<file path="src/rtl/uart_frame_encoder.sv">
// UART TX framer: snapshots game status and card slots, then streams SOF, STATUS, CARD[0..N-1], CSUM into the TX FIFO.
// Defining UART_FRAME_SEQ_EN inserts an 8-bit sequence byte after SOF, covered by the checksum.
module uart_frame_encoder #(
  parameter int         N_CARDS        = 9,
  parameter int         CARD_W         = 4,
  parameter logic [7:0] SOF_BYTE       = 8'hA5,
  parameter int         REFRESH_CYCLES = 1000000
) (
  input  logic                        clk,
  input  logic                        rst,
  input  logic                        tx_full,
  input  logic                        start,
  input  logic                        deal,
  input  logic                        dealer_finished,
  input  logic [N_CARDS*CARD_W-1:0]   card_values,
  output logic                        wr_uart,
  output logic [7:0]                  w_data,
  output logic                        busy
);

  localparam int IW = 8 - CARD_W;
  localparam int RW = (REFRESH_CYCLES > 1) ? $clog2(REFRESH_CYCLES) : 1;
  localparam logic [RW-1:0] REFRESH_LAST = (REFRESH_CYCLES > 0) ? RW'(REFRESH_CYCLES - 1) : '0;
  localparam logic [IW-1:0] LAST_IDX = IW'(N_CARDS - 1);

`ifdef UART_FRAME_SEQ_EN
  typedef enum logic [2:0] {IDLE, SOF, SEQ, STATUS, CARD, CSUM} state_t;
`else
  typedef enum logic [2:0] {IDLE, SOF, STATUS, CARD, CSUM} state_t;
`endif

  state_t                      state, state_n;
  logic                        wr_n, busy_n;
  logic [7:0]                  data_n;
  logic [2:0]                  snap_status, snap_status_n;
  logic [N_CARDS*CARD_W-1:0]   snap_cards, snap_cards_n;
  logic                        sent_valid, sent_valid_n;
  logic [RW-1:0]               refresh_cnt, refresh_n;
  logic [IW-1:0]               idx, idx_n;
  logic [7:0]                  csum, csum_n;
  logic [2:0]                  live_status;
  logic                        changed, refresh_hit, can_issue;
  logic [7:0]                  status_byte, card_byte;
`ifdef UART_FRAME_SEQ_EN
  logic [7:0]                  seq_cnt, seq_n;
`endif

  always_ff @(posedge clk or posedge rst) begin
    if (rst) begin
      state       <= IDLE;
      wr_uart     <= 1'b0;
      w_data      <= 8'h00;
      busy        <= 1'b0;
      snap_status <= '0;
      snap_cards  <= '0;
      sent_valid  <= 1'b0;
      refresh_cnt <= '0;
      idx         <= '0;
      csum        <= '0;
`ifdef UART_FRAME_SEQ_EN
      seq_cnt     <= '0;
`endif
    end else begin
      state       <= state_n;
      wr_uart     <= wr_n;
      w_data      <= data_n;
      busy        <= busy_n;
      snap_status <= snap_status_n;
      snap_cards  <= snap_cards_n;
      sent_valid  <= sent_valid_n;
      refresh_cnt <= refresh_n;
      idx         <= idx_n;
      csum        <= csum_n;
`ifdef UART_FRAME_SEQ_EN
      seq_cnt     <= seq_n;
`endif
    end
  end

  always_comb begin
    state_n       = state;
    wr_n          = 1'b0;
    data_n        = w_data;
    snap_status_n = snap_status;
    snap_cards_n  = snap_cards;
    sent_valid_n  = sent_valid;
    refresh_n     = refresh_cnt;
    idx_n         = idx;
    csum_n        = csum;
`ifdef UART_FRAME_SEQ_EN
    seq_n         = seq_cnt;
`endif

    live_status = {start, deal, dealer_finished};
    changed     = {live_status, card_values} != {snap_status, snap_cards};
    refresh_hit = (REFRESH_CYCLES > 0) && (refresh_cnt == REFRESH_LAST);
    // Gap after every write lets a one-cycle-late tx_full take effect before the next byte.
    can_issue   = !tx_full && !wr_uart;
    status_byte = {1'b0, snap_status, 4'h0};
    card_byte   = {snap_cards[int'(idx)*CARD_W +: CARD_W], idx};

    case (state)
      IDLE: begin
        if (!sent_valid || changed || refresh_hit) begin
          state_n       = SOF;
          snap_status_n = live_status;
          snap_cards_n  = card_values;
          sent_valid_n  = 1'b1;
          refresh_n     = '0;
          idx_n         = '0;
          csum_n        = '0;
        end else if ((REFRESH_CYCLES > 0) && (refresh_cnt != REFRESH_LAST)) begin
          refresh_n = refresh_cnt + RW'(1);
        end
      end
      SOF: begin
        if (can_issue) begin
          wr_n   = 1'b1;
          data_n = SOF_BYTE;
`ifdef UART_FRAME_SEQ_EN
          state_n = SEQ;
`else
          state_n = STATUS;
`endif
        end
      end
`ifdef UART_FRAME_SEQ_EN
      SEQ: begin
        if (can_issue) begin
          wr_n    = 1'b1;
          data_n  = seq_cnt;
          csum_n  = csum ^ seq_cnt;
          state_n = STATUS;
        end
      end
`endif
      STATUS: begin
        if (can_issue) begin
          wr_n    = 1'b1;
          data_n  = status_byte;
          csum_n  = csum ^ status_byte;
          state_n = CARD;
        end
      end
      CARD: begin
        if (can_issue) begin
          wr_n   = 1'b1;
          data_n = card_byte;
          csum_n = csum ^ card_byte;
          if (idx == LAST_IDX) begin
            state_n = CSUM;
          end else begin
            idx_n = idx + IW'(1);
          end
        end
      end
      CSUM: begin
        if (can_issue) begin
          wr_n    = 1'b1;
          data_n  = csum;
          state_n = IDLE;
`ifdef UART_FRAME_SEQ_EN
          seq_n   = seq_cnt + 8'd1;
`endif
        end
      end
      default: state_n = IDLE;
    endcase

    // Held through the CSUM write so busy drops only once the last byte is out.
    busy_n = (state_n != IDLE) || wr_n;
  end

endmodule

</file>
<file path="config.mk">
export PLATFORM = sky130hd
export DESIGN_NAME = uart_frame_encoder
export DESIGN_NICKNAME = d
export VERILOG_FILES = /design/src/rtl/uart_frame_encoder.sv
export SDC_FILE = /design/constraint.sdc
export NUM_CORES = 1
export LEC_CHECK = 0
export BUFFER_PORTS_ARGS = -buffer_cell sky130_fd_sc_hd__buf_2
export CAP_MARGIN = 20
export CORE_UTILIZATION = 30
export CTS_CLUSTER_DIAMETER = 150
export DETAILED_ROUTE_END_ITERATION = 8
export GPL_TIMING_DRIVEN = 0
export SLEW_MARGIN = 0
export SYNTH_ARGS = -nofsm -noshare
export SYNTH_HDL_FRONTEND = slang
export SYNTH_SLANG_ARGS = --single-unit
</file>
<file path="constraint.sdc">
create_clock -name clk -period 3.31 [get_ports clk]
set_input_delay 0.4965 -clock clk [delete_from_list [all_inputs] [get_ports clk]]
set_output_delay 0.4965 -clock clk [all_outputs]
set_load 0.05 [all_outputs]
</file>
==> metrics.md <==
| Metric | Value |
|---|---|
| Final Wtd Congestion | 0.764 |
| CP startpoint kind | flip-flop |
| Row count | 44 |
| Final Critical Period | 2730 ps |
| Setup crit start | snap_cards[26]$_DFFE_PP0P_ |
| Post-Layout Cell Count | 664 |
| Height of the die | 126 um |
| Crit path kind | flip-flop to flip-flop |
| CP max stage cell | nor3_4 |
| Max Slew Vio Count | 0 |
| Syn_area_per_cell | 11.1 um2 |
| CP arrival | 2950 ps |
| Fraction of layout cells with a size suffix above 1 | 0.269 |
| Diodes inserted | 0 |
| Resize count post-CTS | 0 |
| Seq pwr share | 0.382 |
| Core Area | 14,800 um2 |
| Drt pass-1 iters | 5 |
| RSZ-0062 raised after global routing | false |
| Ports | 52 |
| Flops & latches, synth | 85 |
| Synth Flop Type | dfrtp_1 |
| Switching component of the power | 1790 uW |
| Register area | 2130 um2 |
| Area Growth Syn to Fin | 17.3% |
| Commonest cells after routing, fill and taps aside | 85 x dfrtp_1, 56 x buf_2, 46 x xor2_1 |
| Crit-path leading delay family | simple AND/OR/NAND/NOR gates |
| Die area | 15,800 um2 |
| Pleak | 0.00240 uW |
| Maximum number of pins on one net before global-route repair | 46 |
| Via count | 3,429 |
| Final ANT Viol Nets | 0 |
| Final Hold Fails | 0 |
| DRC Markers | 0 |
| Worst EP required | 3530 ps |
| Detailed Place HPWL | 8.32 mm |
| Area occupied by multi-input gates | 2360 um2 |
| Period Utilization, post-route | 0.824 |
| Sequential share of the synthesized area | 0.463 |
| Routed WL | 11.2 mm |
| CTS Buf Count | 9 |
| Warnings, synthesis | 0 |
| Vias in the first global route | 3,474 |
| WP buf/inv | 2 |
| Sink Count | 85 |
| Initial Utilization | 0.312 |
| Slew @ Worst Pin | 760 ps |
| Power share of the clock group | 0.201 |
| Final setup vio count | 0 |
| Syn Std Cell Area | 4600 um2 |
| Cells after synthesis | 413 |
| Worst r2r src | snap_cards[26]$_DFFE_PP0P_ |
| Critical Path Fanout Max | 10 |
| First-pass GRT wire length | 18.5 mm |
| CTS tree | done |
| Synth Net Count | 458 |
| Hold_buf cts | 0 |
| Maximum clock rate | 0.367 GHz |
| Post-CTS setup buffers | 0 |
| Hold WS | 212 ps |
| PD cells | 882 nW/um2 |
| Max cap viols | 0 |
| Logic gate share of total power | 0.416 |
| Outcome | completed |
| Worst-skew pair later-pin latency | 340 ps |
| Crit end category | flip-flop |
| CTS Buffer Depth | 2 |
| Sw Share | 0.377 |
| GRT Util Overall | 0.153 |
| CTS Root Cell | clkbuf_16 |
| Total grt overflow | 0 |
| Cell Chain, Critical Path | xor2_1 > nor4_1 > nand4_1 > nor3_4 > nor2_2 > buf_6 > buf_6 > mux2_4 |
| Number of H-tree levels | 3 |
| EDFF count, synth | 0 |
| Internal Power | 2960 uW |
| Final #Nets | 521 |
| CP max stage delay | 500 ps |
| CTS clock-pin slew for the worst setup and hold paths | 60 ps |
| Number of distinct library cells after synthesis | 50 |
| Die W | 126 um |
| Core Util, Final | 0.366 |
| Fill cell count | 1,475 |
| Async S/R FF share, synth | 1.00 |
| Worst min path class | input pin to asynchronous set/reset pin |
| I/O Buffers | 51 |
| Peak VDD IR | 335 uV |
| WL/cell | 16.8 um |
| Antenna violations before repair | 0 |
| Relative slew slack | 0.489 |
| Final clock skew | 5.47 ps |
| DRT iter0 DRCs | 170 |
| Most common cell after layout, fill and taps aside | dfrtp_1 |
| Number of vias per cell | 5.16 |
| Placed insts | 649 |
| CP dominant cell by count | buf_6 |
-- cells in the mapped netlist, drive strengths merged, types with 4 or more instances --
master / n / area (um2)
nand3: 16 / 80.1
nand4: 10 / 62.6
nor3: 13 / 76.3
mux2: 40 / 492
nand2: 38 / 143
and2: 4 / 25.0
nor2: 26 / 100
xor2: 46 / 403
o21ai: 16 / 80.1
a21oi: 6 / 30.0
nor4: 13 / 96.3
buf: 8 / 58.8
inv: 7 / 26.3
a31oi: 5 / 31.3
xnor2: 5 / 43.8
a21o: 5 / 37.5
and3: 4 / 25.0
clkbuf: 7 / 26.3
a22o: 6 / 52.6
a221o: 4 / 40.0
mux4: 8 / 180
dfrtp: 85 / 2130
mux2i: 7 / 70.1
-- registers in the layout, indices dropped and copies added (netlist names) --
signal,cells
refresh_cnt,20
busy,1
csum,8
w_data,8
state,3
snap_cards,36
idx,4
wr_uart,1
sent_valid,1
snap_status,3
-- cells by family (layout without fill, tap and decap cells) --
| group | Yosys count | in the layout | synth area share |
|---|---|---|---|
| muxes | 55 | 55 | 0.161 |
| xor gates and xnor gates | 51 | 51 | 0.0971 |
| adders and majority gates | 3 | 3 | 0.00816 |
| DFF | 85 | 85 | 0.463 |
| buffers and inverters | 23 | 90 | 0.0250 |
| and+or+nand+nor | 139 | 139 | 0.156 |
| AOI/OAI and AO/OA | 57 | 57 | 0.0893 |
-- through the flow --
step                      area, um2  TNS [ps]  setup slack, ps  total power (uW)
after global placement         5080    -36370             -434              3750
after detailed placement       5110         0              412              3820
after floorplan                4600         0              620              3290
after global routing           5390         0              371              5070
after CTS                      5390         0              587              4800
final                          5390         0              583              4760
-- worst paths after layout --
path	endpoint	slack, ps	cells past startpoint
setup / recovery	snap_cards[9]$_DFFE_PP0P_	580	8
hold / removal	snap_cards[25]$_DFFE_PP0P_	210	2
setup reg to reg	snap_cards[9]$_DFFE_PP0P_	580	8
hold reg to reg	w_data[5]$_DFFE_PP0P_	460	2
max in group asynchronous	w_data[0]$_DFFE_PP0P_	2480	3
min in group clk	snap_cards[10]$_DFFE_PP0P_	410	2
-- routing by layer --
layer,routed length [um],track usage,part of all wire
met5,0,0,0
met4,104,0.0361,0.0093
met3,508,0.0433,0.046
met2,5360,0.243,0.48
met1,5180,0.206,0.46
-- power by group through the flow --
stage	clock, uW	sequential (uW)	combinational (uW)
2_1_floorplan	0	1870	1430
5_1_grt	1020	1880	2170
4_1_cts	979	1820	2000
3_3_place_gp	0	1810	1940
3_5_place_dp	0	1830	1990
6_report	957	1820	1980
-- final cells by class --
class                           count  area share
Multi-Input combinational cell    305       0.437
Tap cell                          184      0.0427
Sequential cell                    85       0.394
Clock buffer                       14      0.0508
Buffer                             15      0.0158
Clock inverter                      1    0.000928
Timing Repair Buffer               52      0.0524
Inverter                            8     0.00603
No activity file was read; power rests on OpenSTA's default activity.
